<file path="config.mk">
export PLATFORM = sky130hd
export DESIGN_NAME = inst_fetch_unit
export DESIGN_NICKNAME = d
export VERILOG_FILES = /design/src/rtl/inst_fetch_unit_pkg.sv /design/src/rtl/inst_fetch_unit_pc_gen.sv /design/src/rtl/inst_fetch_unit.sv
export SDC_FILE = /design/constraint.sdc
export NUM_CORES = 1
export LEC_CHECK = 0
export ABC_CLOCK_PERIOD_IN_PS = 4050
export BUFFER_PORTS_ARGS = -buffer_cell sky130_fd_sc_hd__buf_2
export CAP_MARGIN = 20
export CORE_MARGIN = 4
export CORE_UTILIZATION = 54
export CTS_BUF_LIST = sky130_fd_sc_hd__clkbuf_4 sky130_fd_sc_hd__clkbuf_8
export DETAILED_ROUTE_END_ITERATION = 16
export GPL_TIMING_DRIVEN = 0
export PLACE_DENSITY = 0.95
export REMOVE_ABC_BUFFERS = 1
export SLEW_MARGIN = 30
export SYNTH_ARGS = -nofsm -noshare
export SYNTH_HDL_FRONTEND = slang
export SYNTH_SLANG_ARGS = --single-unit
</file>
<file path="constraint.sdc">
create_clock -name clk -period 4.05 [get_ports clk]
set_input_delay 0.2025 -clock clk [delete_from_list [all_inputs] [get_ports clk]]
set_output_delay 0.2025 -clock clk [all_outputs]
set_load 0.02 [all_outputs]
</file>
<file path="src/rtl/inst_fetch_unit_pkg.sv">
// Shared types and constants for the instruction fetch unit.
// Latency: n/a (declarations only).
// Backpressure: n/a.
package inst_fetch_unit_pkg;

  // Byte increment between sequential fetches (one 32-bit word).
  localparam int IFU_PC_INCR = 4;

  // Source of the next fetch address, in priority order redirect > incr > hold.
  typedef enum logic [1:0] {
    PC_HOLD     = 2'd0,
    PC_INCR     = 2'd1,
    PC_REDIRECT = 2'd2
  } pc_sel_e;

  // A redirect target is misaligned when it is not on a word boundary.
  function automatic logic is_misaligned(input logic [1:0] lsb);
    return lsb != 2'b00;
  endfunction

endpackage

</file>
<file path="src/rtl/inst_fetch_unit_pc_gen.sv">
// Next-fetch PC register with redirect/increment/hold mux and sticky misalignment flag.
// Latency: pc updates on the clock edge after redirect_valid or incr is seen.
// Backpressure: incr low holds pc; the caller folds stall and fetch enable into incr.
//
// Ports:
//   clk, rst        clock, asynchronous active-high reset
//   redirect_valid  load redirect_pc (word-aligned) as the next fetch address
//   redirect_pc     redirect target, byte address
//   incr            advance pc by one word
//   pc              next fetch address
//   misalign_err    sticky: some redirect target had non-zero low bits
module inst_fetch_unit_pc_gen
  import inst_fetch_unit_pkg::*;
#(
  parameter int              PC_W     = 32,
  parameter logic [PC_W-1:0] RESET_PC = '0
) (
  input  logic            clk,
  input  logic            rst,
  input  logic            redirect_valid,
  input  logic [PC_W-1:0] redirect_pc,
  input  logic            incr,
  output logic [PC_W-1:0] pc,
  output logic            misalign_err
);

  pc_sel_e         sel;
  logic [PC_W-1:0] pc_next;

  always_comb begin
    sel = PC_HOLD;
    if (redirect_valid) begin
      sel = PC_REDIRECT;
    end else if (incr) begin
      sel = PC_INCR;
    end
  end

  always_comb begin
    pc_next = pc;
    case (sel)
      // Low bits are dropped so fetch always proceeds from the enclosing word.
      PC_REDIRECT: pc_next = {redirect_pc[PC_W-1:2], 2'b00};
      // Natural modulo 2^PC_W wrap.
      PC_INCR:     pc_next = pc + PC_W'(IFU_PC_INCR);
      default:     pc_next = pc;
    endcase
  end

  always_ff @(posedge clk or posedge rst) begin
    if (rst) begin
      pc           <= RESET_PC;
      misalign_err <= 1'b0;
    end else begin
      pc <= pc_next;
      if (redirect_valid && is_misaligned(redirect_pc[1:0])) begin
        misalign_err <= 1'b1;
      end
    end
  end

endmodule

</file>
<file path="src/rtl/inst_fetch_unit.sv">
// Instruction fetch stage: drives a synchronous 1-cycle ROM and presents instructions to decode.
// Latency: first instruction 1 cycle after reset release; redirect costs one bubble (target at n+2).
// Backpressure: inst_ready low holds inst_code/inst_pc by re-reading the held address; no loss/dup.
//
// Ports:
//   clk, rst        clock, asynchronous active-high reset
//   fetch_en        1 = issue new fetches, 0 = drain without new ROM requests
//   redirect_valid  redirect to redirect_pc, squashing the in-flight instruction
//   redirect_pc     redirect target, byte address
//   inst_ready      decode accepts inst_code this cycle
//   rom_addr        word address to the ROM (combinational)
//   rom_data        ROM output for the address presented on the previous cycle
//   inst_valid      inst_code/inst_pc valid
//   inst_code       fetched instruction
//   inst_pc         byte address of inst_code
//   misalign_err    sticky misaligned-redirect flag
//   fetch_count     accepted instructions, wraps
module inst_fetch_unit
  import inst_fetch_unit_pkg::*;
#(
  parameter int              PC_W     = 32,
  parameter int              ADDR_W   = 6,
  parameter int              INST_W   = 32,
  parameter logic [PC_W-1:0] RESET_PC = '0,
  parameter int              CNT_W    = 16
) (
  input  logic              clk,
  input  logic              rst,
  input  logic              fetch_en,
  input  logic              redirect_valid,
  input  logic [PC_W-1:0]   redirect_pc,
  input  logic              inst_ready,
  output logic [ADDR_W-1:0] rom_addr,
  input  logic [INST_W-1:0] rom_data,
  output logic              inst_valid,
  output logic [INST_W-1:0] inst_code,
  output logic [PC_W-1:0]   inst_pc,
  output logic              misalign_err,
  output logic [CNT_W-1:0]  fetch_count
);

  logic [PC_W-1:0] pc;
  logic [PC_W-1:0] f_pc;
  logic            f_valid;
  logic            advance;

  // The ROM output slot is free when empty or being consumed this cycle.
  assign advance = ~f_valid | inst_ready;

  inst_fetch_unit_pc_gen #(
    .PC_W     (PC_W),
    .RESET_PC (RESET_PC)
  ) u_pc_gen (
    .clk            (clk),
    .rst            (rst),
    .redirect_valid (redirect_valid),
    .redirect_pc    (redirect_pc),
    .incr           (advance & fetch_en),
    .pc             (pc),
    .misalign_err   (misalign_err)
  );

  // While stalled the held address is re-read so rom_data stays stable.
  // Upper pc bits are truncated here, aliasing the ROM; inst_pc keeps the full value.
  assign rom_addr   = advance ? pc[ADDR_W+1:2] : f_pc[ADDR_W+1:2];

  // A redirect squashes the instruction on rom_data in the same cycle.
  assign inst_valid = f_valid & ~redirect_valid;
  assign inst_code  = rom_data;
  assign inst_pc    = f_pc;

  always_ff @(posedge clk or posedge rst) begin
    if (rst) begin
      f_pc    <= '0;
      f_valid <= 1'b0;
    end else if (redirect_valid) begin
      f_valid <= 1'b0;
    end else if (advance) begin
      if (fetch_en) begin
        f_pc    <= pc;
        f_valid <= 1'b1;
      end else begin
        f_valid <= 1'b0;
      end
    end
  end

  always_ff @(posedge clk or posedge rst) begin
    if (rst) begin
      fetch_count <= '0;
    end else if (inst_valid && inst_ready) begin
      fetch_count <= fetch_count + CNT_W'(1);
    end
  end

endmodule
</file>
==> key figures, run 1 <==
Outcome
  • Result of the run: completed

Run
  • Max-Cap Viols: 0

Clock network
  • CTS Hold Buffers Added: 1
  • Buffer levels on the longest clock path: 2
  • Number of clock sinks: 78
  • CTS Buf Count: 9
  • Clock root buffer: sky130_fd_sc_hd__clkbuf_8
  • Clock transition at the registers of the reported paths: 0.08 ns
  • CTS tree: built
  • Clk Latency, worst-skew pair: 0.35 ns
  • Number of gates resized after CTS: 0
  • Number of post-CTS setup repair buffers: 0
  • Htree depth: 3

Floorplanning
  • I/O pin cnt: 157
  • Initial cell density of the core: 56.9%
  • Site row count: 30
  • DIE AREA: 0.00875 mm2
  • Floorplan die width: 93.5 um
  • Die height: 93.5 um
  • Floorplan Core Area: 0.00694 mm2

STA
  • Final total negative setup slack: 0 ns
  • Max Clk Rate: 451 MHz
  • Least-Margin Pin Slew: 0.908 ns
  • Final number of max-transition violations: 0
  • Final setup violating endpoints: 0
  • Worst relative slew slack: 39.5%
  • Setup repair after global routing missed its margin: false
  • Share of the cycle needed by the critical path after routing: 54.8%
  • Setup skew after layout: 0.00592 ns
  • Minimum clock period: 2.22 ns
  • Number of failing hold endpoints at the final stage: 0

Pwr
  • Peak supply drop: 0.000259 V
  • Net switching share of the total power: 31.1%
  • Overall Power: 0.00207 W
  • Clock Power Share: 31.4%
  • Sw power: 0.000643 W
  • Int Power: 0.00143 W
  • Static Leak: 2.11 nW
  • Areal power density over the cells: 460 mW/mm2
  • Combinational cell fraction of total power: 21.2%
  • Power share of the sequential group: 47.5%

Layout
  • Commonest non-fill, non-tap cells in the layout: sky130_fd_sc_hd__buf_2 (90), sky130_fd_sc_hd__dfrtp_1 (78), sky130_fd_sc_hd__nand2_1 (72)
  • Finished Cell Area: 0.00449 mm2
  • Nets: 519
  • Final Instance Count excl. Fillers: 549
  • Relative area change from synthesis to final layout: 13.7%
  • Share of final-layout standard cells stronger than drive strength 1: 32.0%
  • Antenna diode instance count: 0
  • Most common library cell in the layout ignoring fill and taps: sky130_fd_sc_hd__buf_2
  • Number of fill cells in the layout: 551

Global route
  • Remaining global-route overflow: 0
  • All-Layer GR Usage: 22.7%
  • Wire length of the first global-routing pass: 15200 um
  • Vias in the first global route: 3013
  • Pin count of the biggest net entering global routing: 63
  • Initial antenna violation count: 0

Drt
  • DRC marker count from the first detailed-route iteration: 221
  • Number of nets with antenna violations after detailed routing: 0
  • Post-route DRC violation count: 0
  • Routed wire length: 9600 um
  • Vias after detailed routing: 3006
  • Number of detailed-route iterations in the first pass: 4
  • Average via count per standard cell: 5.48
  • Routed wire length per instance: 17.5 um

Logic synthesis
  • Avg Synthesized Cell Area: 10.0 um2
  • Number of instances in the synthesized netlist: 394
  • Number of distinct standard cells referenced by the synthesized netlist: 37
  • Count of state elements after synthesis: 78
  • Yosys warnings: 0
  • Fraction of the yosys area taken by sequential cells: 49.4%
  • Area of the mapped netlist: 0.00395 mm2

Critical path
  • Data arrival at the endpoint of the critical path: 2.46 ns
  • Largest stage delay on the critical path: 0.51 ns
  • Buffers and inverters on the worst path: 0
  • Critical path peak fanout: 12
  • Count of cells along the worst register-to-register path: 5
  • Critical path depth in cells: 5
  • Cell at the slowest stage of the critical path: sky130_fd_sc_hd__nor4_1
  • Crit end category: register
  • Required time at the worst-slack endpoint: 4.29 ns
  • Crit path kind: register to register
  • Series of cell instances along the critical path: and3_1 > nand3_1 > nor4_1 > xor2_1 > mux2_2
  • Startpoint class of the critical path: register
  • Cell family with the largest share of critical-path delay: simple AND/OR/NAND/NOR gates

Hold path
  • Min-Delay Path Class: primary input to register
  • Worst hold path depth: 3

Placement
  • Number of cells after detailed placement: 532
  • Total half-perimeter wirelength after legalization and detailed placement: 7120 um
  • Global placement routability congestion: 0.806
  • Placement-stage cell area: 0.00426 mm2
  • Count of buffers from port buffering: 90
==> area by class of cell <==
cell class              count  area [um2]  area share, %
multi-input cells         259        1650           36.8
clock buffers              11         139           3.09
well taps                  96         120           2.67
clock inverters             5        83.8           1.87
inverters                   7        28.8          0.640
repair buffers             93         515           11.5
flip-flops and latches     78        1950           43.4
==> Yosys cell counts (all sizes together) <==
master   n  share of area [%]
and4     5                1.1
and3     7                1.1
dfrtp   78                 49
a21oi    1               0.13
xor2    15                3.3
or4      3               0.76
nor3     4               0.51
ha       2               0.63
and2     3               0.48
or2      1               0.16
nor4b    1               0.22
clkbuf  16                1.6
xnor2   28                6.2
nor2    10               0.95
inv      7               0.66
or2b     1               0.22
mux2i    1               0.25
nand3b   1               0.19
nand3   11                1.4
and3b    1               0.25
conb     1              0.095
nand2   72                6.8
nor2b    3               0.66
nor4     9                1.4
o21ai   34                4.3
a31oi    1               0.16
or3      2               0.35
nand4   12                1.9
nand2b   2               0.32
buf     35                6.7
mux2    27                7.7
==> power by group through the flow <==
stage                     Clock (W)  Combinational (W)  Sequential, W
after CTS                  0.000659           0.000444       0.000981
after global routing       0.000699           0.000478       0.000998
after detailed placement          0           0.000442       0.000996
after global placement            0           0.000419       0.000985
after floorplan                   0           0.000175        0.00108
final                      0.000649           0.000438       0.000982
==> flip-flops by register name, indices dropped and copies added (netlist names) <==
register,flops
fetch_count,16
u_pc_gen.pc,30
u_pc_gen.misalign_err,1
f_valid,1
inst_pc,30
==> worst reg2reg max path: stages, from the launching register on <==
cell	delay (ns)
sky130_fd_sc_hd__dfrtp_1	0.44
sky130_fd_sc_hd__and3_1	0.34
sky130_fd_sc_hd__nand3_1	0.43
sky130_fd_sc_hd__nor4_1	0.51
sky130_fd_sc_hd__xor2_1	0.12
sky130_fd_sc_hd__mux2_2	0.27
==> metrics by stage <==
stage / util, % / setup WS, ns / hold slack [ns]
floorplan: - / 1.85 / 0.266
global placement: 60.5 / 1.06 / 0.405
detailed placement: 61.4 / 1.76 / 0.203
CTS: 64.7 / 1.87 / 0.0498
global route: 64.7 / 1.74 / 0.0539
finish: 64.7 / 1.83 / 0.0556
==> routing by layer <==
| layer | global-route usage, % | vias to the layer above | wire (um) |
|---|---|---|---|
| met2 | 32.8 | 140 | 4260 |
| met1 | 30.9 | 1452 | 4350 |
| met3 | 9.57 | 11 | 887 |
| met4 | 6.86 | 0 | 102 |
| met5 | 3.21 | - | 0 |
| li1 | - | 1403 | - |
==> worst paths after layout <==
path                                              from                     endpoint  slack [ns]
setup / recovery            u_pc_gen.pc[4]$_DFFE_PP0P_  u_pc_gen.pc[29]$_DFFE_PP0P_        1.83
hold / removal                         redirect_pc[11]  u_pc_gen.pc[11]$_DFFE_PP0P_        0.06
setup reg to reg            u_pc_gen.pc[4]$_DFFE_PP0P_  u_pc_gen.pc[29]$_DFFE_PP0P_        1.83
hold reg to reg            fetch_count[15]$_DFFE_PP0P_  fetch_count[15]$_DFFE_PP0P_        0.47
max in group asynchronous                          rst   u_pc_gen.pc[6]$_DFFE_PP0P_        3.12
min in group asynchronous                          rst   fetch_count[6]$_DFFE_PP0P_        0.37
==> logic make-up (layout without fill, tap and decap cells) <==
group	count (synthesis)	count (layout)	synth area share (%)
fa+ha+maj	2	2	0.633
compound gates	36	36	4.59
simple gates	148	148	18.8
other cells	1	2	0.0949
flops	78	78	49.4
mux	28	28	7.95
buf+inv	58	116	8.96
xor+xnor	43	43	9.53
Note: power is estimated with default switching activity, not from simulation.
==> inputs of run 2 (changes only) <==
--- a/config.mk
+++ b/config.mk
@@ -5,15 +5,15 @@
 export SDC_FILE = /design/constraint.sdc
 export NUM_CORES = 1
 export LEC_CHECK = 0
-export ABC_CLOCK_PERIOD_IN_PS = 4050
+export ABC_CLOCK_PERIOD_IN_PS = 2200
 export BUFFER_PORTS_ARGS = -buffer_cell sky130_fd_sc_hd__buf_2
 export CAP_MARGIN = 20
 export CORE_MARGIN = 4
-export CORE_UTILIZATION = 54
+export CORE_UTILIZATION = 50
 export CTS_BUF_LIST = sky130_fd_sc_hd__clkbuf_4 sky130_fd_sc_hd__clkbuf_8
 export DETAILED_ROUTE_END_ITERATION = 16
 export GPL_TIMING_DRIVEN = 0
-export PLACE_DENSITY = 0.95
+export PLACE_DENSITY = 0.91
 export REMOVE_ABC_BUFFERS = 1
 export SLEW_MARGIN = 30
 export SYNTH_ARGS = -nofsm -noshare
==> constraint.sdc (replaced) <==
create_clock -name clk -period 2.2 [get_ports clk]
set_input_delay 0.11 -clock clk [delete_from_list [all_inputs] [get_ports clk]]
set_output_delay 0.11 -clock clk [all_outputs]
set_load 0.02 [all_outputs]
==> run 2 against run 1 <==
- fmax grew 2.8%
- cell count up 6.7%
- power up 91%
- combinational power up 94%
- first-iteration DRC count down 57%
- worst setup slack got worse by 1.8 ns
- global-route usage shrank 0.48 points
- critical path type unchanged
- routed wire length is 7.7% higher
- count of clock-buffer cells in the layout fell by 1
- critical endpoint is now u_pc_gen.pc[31]$_DFFE_PP0P_
- sequential power increased by 83%
- sequential cell count is the same
==> key figures, run 2 (synthesized netlist as in run 1, its figures left out) <==
Critical path
  • Required time at the worst-slack endpoint: 2.46 ns (was 4.29 ns)
  • Crit end category: register (unchanged)
  • Startpoint class of the critical path: register (unchanged)
  • Data arrival at the endpoint of the critical path: 2.42 ns (was 2.46 ns)
  • Critical path peak fanout: 5 (was 12)
  • Crit path kind: register to register (unchanged)

Placement
  • Number of cells after detailed placement: 538 (was 532)
  • Count of buffers from port buffering: 90 (unchanged)
  • Total half-perimeter wirelength after legalization and detailed placement: 7450 um (was 7120 um)
  • Global placement routability congestion: 0.756 (was 0.806)

Clock network
  • Clock transition at the registers of the reported paths: 0.09 ns (was 0.08 ns)
  • CTS Buf Count: 9 (unchanged)
  • CTS tree: built (unchanged)
  • Number of clock sinks: 78 (unchanged)
  • Clock root buffer: sky130_fd_sc_hd__clkbuf_8 (unchanged)
  • Clk Latency, worst-skew pair: 0.35 ns (about the same)
  • Htree depth: 3 (unchanged)
  • Buffer levels on the longest clock path: 2 (unchanged)

STA
  • Final number of max-transition violations: 0 (unchanged)
  • Minimum clock period: 2.16 ns (was 2.22 ns)
  • Final total negative setup slack: 0 ns (unchanged)
  • Setup skew after layout: 0.0145 ns (was 0.00592 ns)
  • Share of the cycle needed by the critical path after routing: 98.0% (was 54.8%)
  • Number of failing hold endpoints at the final stage: 0 (unchanged)
  • Least-Margin Pin Slew: 0.766 ns (was 0.908 ns)
  • Setup repair after global routing missed its margin: false (unchanged)
  • Max Clk Rate: 464 MHz (was 451 MHz)
  • Final setup violating endpoints: 0 (unchanged)
  • Worst relative slew slack: 48.5% (was 39.5%)

Pwr
  • Peak supply drop: 0.000482 V (was 0.000259 V)
  • Areal power density over the cells: 818 mW/mm2 (was 460 mW/mm2)
  • Static Leak: 2.25 nW (was 2.11 nW)

Drt
  • Routed wire length: 10300 um (was 9600 um)
  • Number of detailed-route iterations in the first pass: 4 (unchanged)
  • Post-route DRC violation count: 0 (unchanged)
  • Routed wire length per instance: 17.6 um (was 17.5 um)
  • Number of nets with antenna violations after detailed routing: 0 (unchanged)
  • Average via count per standard cell: 5.26 (was 5.48)
  • DRC marker count from the first detailed-route iteration: 96 (was 221)
  • Vias after detailed routing: 3081 (was 3006)

Layout
  • Number of fill cells in the layout: 634 (was 551)
  • Sequential cell area: 0.00195 mm2 (unchanged)
  • Commonest non-fill, non-tap cells in the layout: sky130_fd_sc_hd__buf_2 (89), sky130_fd_sc_hd__dfrtp_1 (78), sky130_fd_sc_hd__nand2_1 (72) (was sky130_fd_sc_hd__buf_2 (90), sky130_fd_sc_hd__dfrtp_1 (78), sky130_fd_sc_hd__nand2_1 (72))
  • Share of final-layout standard cells stronger than drive strength 1: 31.2% (was 32.0%)
  • Final Instance Count excl. Fillers: 586 (was 549)
  • Nets: 550 (was 519)
  • Most common library cell in the layout ignoring fill and taps: sky130_fd_sc_hd__buf_2 (unchanged)
  • Relative area change from synthesis to final layout: 22.1% (was 13.7%)
  • Antenna diode instance count: 0 (unchanged)
  • Area occupied by multi-input gates: 0.00166 mm2 (was 0.00165 mm2)

Floorplanning
  • I/O pin cnt: 157 (unchanged)
  • Die height: 96.9 um (was 93.5 um)
  • Site row count: 32 (was 30)
  • Floorplan Core Area: 0.00769 mm2 (was 0.00694 mm2)
  • Floorplan die width: 96.9 um (was 93.5 um)
  • Initial cell density of the core: 51.4% (was 56.9%)
  • DIE AREA: 0.00939 mm2 (was 0.00875 mm2)

Global route
  • Initial antenna violation count: 0 (unchanged)
  • Pin count of the biggest net entering global routing: 63 (unchanged)
  • Vias in the first global route: 3232 (was 3013)
  • Remaining global-route overflow: 0 (unchanged)
  • All-Layer GR Usage: 22.2% (was 22.7%)
  • Wire length of the first global-routing pass: 16600 um (was 15200 um)

Hold path
  • Min-Delay Path Class: primary input to register (unchanged)

Outcome
  • Result of the run: completed (unchanged)

Run
  • Max-Cap Viols: 0 (unchanged)
run 2: path summary, 6_finish.rpt:
path | start | to | slack, ns | cells past startpoint
max in group asynchronous | rst | inst_pc[17]$_DFFE_PP0P_ | 1.22 | 4
worst min-delay path | redirect_pc[14] | u_pc_gen.pc[14]$_DFFE_PP0P_ | 0.02 | 3
worst min register to register | fetch_count[15]$_DFFE_PP0P_ | fetch_count[15]$_DFFE_PP0P_ | 0.47 | 1
worst max register to register | f_valid$_DFFE_PP0P_ | u_pc_gen.pc[31]$_DFFE_PP0P_ | 0.04 | 5
min in group asynchronous | rst | fetch_count[3]$_DFFE_PP0P_ | 0.40 | 3
worst max-delay path | f_valid$_DFFE_PP0P_ | u_pc_gen.pc[31]$_DFFE_PP0P_ | 0.04 | 5
run 2: metrics by stage:
| stage | hold slack [ns] | setup WS (ns) | cell area, um2 | total power (W) | utilization [%] |
|---|---|---|---|---|---|
| CTS | 0.000390 | 0.0290 | 4780 | 0.00397 | 62.2 |
| global route | 0.0105 | 0.00747 | 4820 | 0.00414 | 62.8 |
| floorplan | 0.173 | 0.0950 | 3630 | 0.00231 | - |
| finish | 0.0214 | 0.0432 | 4820 | 0.00395 | 62.8 |
| global placement | 0.220 | -0.739 | 4210 | 0.00259 | 54.7 |
| detailed placement | 0.220 | -0.00412 | 4260 | 0.00264 | 55.4 |
run 2: critical path, cell delays in order, from the launching register on:
cell	delay (ns)
sky130_fd_sc_hd__dfrtp_1	0.42
sky130_fd_sc_hd__nor2b_4	0.16
sky130_fd_sc_hd__or4_4	0.49
sky130_fd_sc_hd__or4_4	0.52
sky130_fd_sc_hd__or3_1	0.33
sky130_fd_sc_hd__a31oi_1	0.16
run 2: final cells by class:
cell class	count	share of cell area (%)
inverter	7	0.596
clock inverter	6	2.28
sequential	78	40.5
timing repair buffer	124	16.9
multi-input combinational	259	34.4
clock buffer	10	2.72
tap	102	2.65
run 2: timing repair:
action,in CTS,in global routing
hold endpoints to repair,75,1
hold buffers,28,1
resized for setup,0,3
endpoints found under the setup margin,0,9
buffers inserted,0,3
run 2: layer usage:
metal / vias up / track usage [%] / share of wire [%]
met3: 8 / 10.9 / 9.1
met2: 125 / 34.8 / 47
li1: 1467 / - / -
met5: - / 3.30 / 0.37
met1: 1479 / 27.8 / 43
met4: 2 / 4.64 / 0.45
run 2: power by group:
part           total, W  internal [W]  switching, W  leakage, nW
registers       0.00180       0.00163      0.000174        0.970
logic          0.000848      0.000360      0.000487         1.16
clock network   0.00130      0.000765      0.000531        0.116
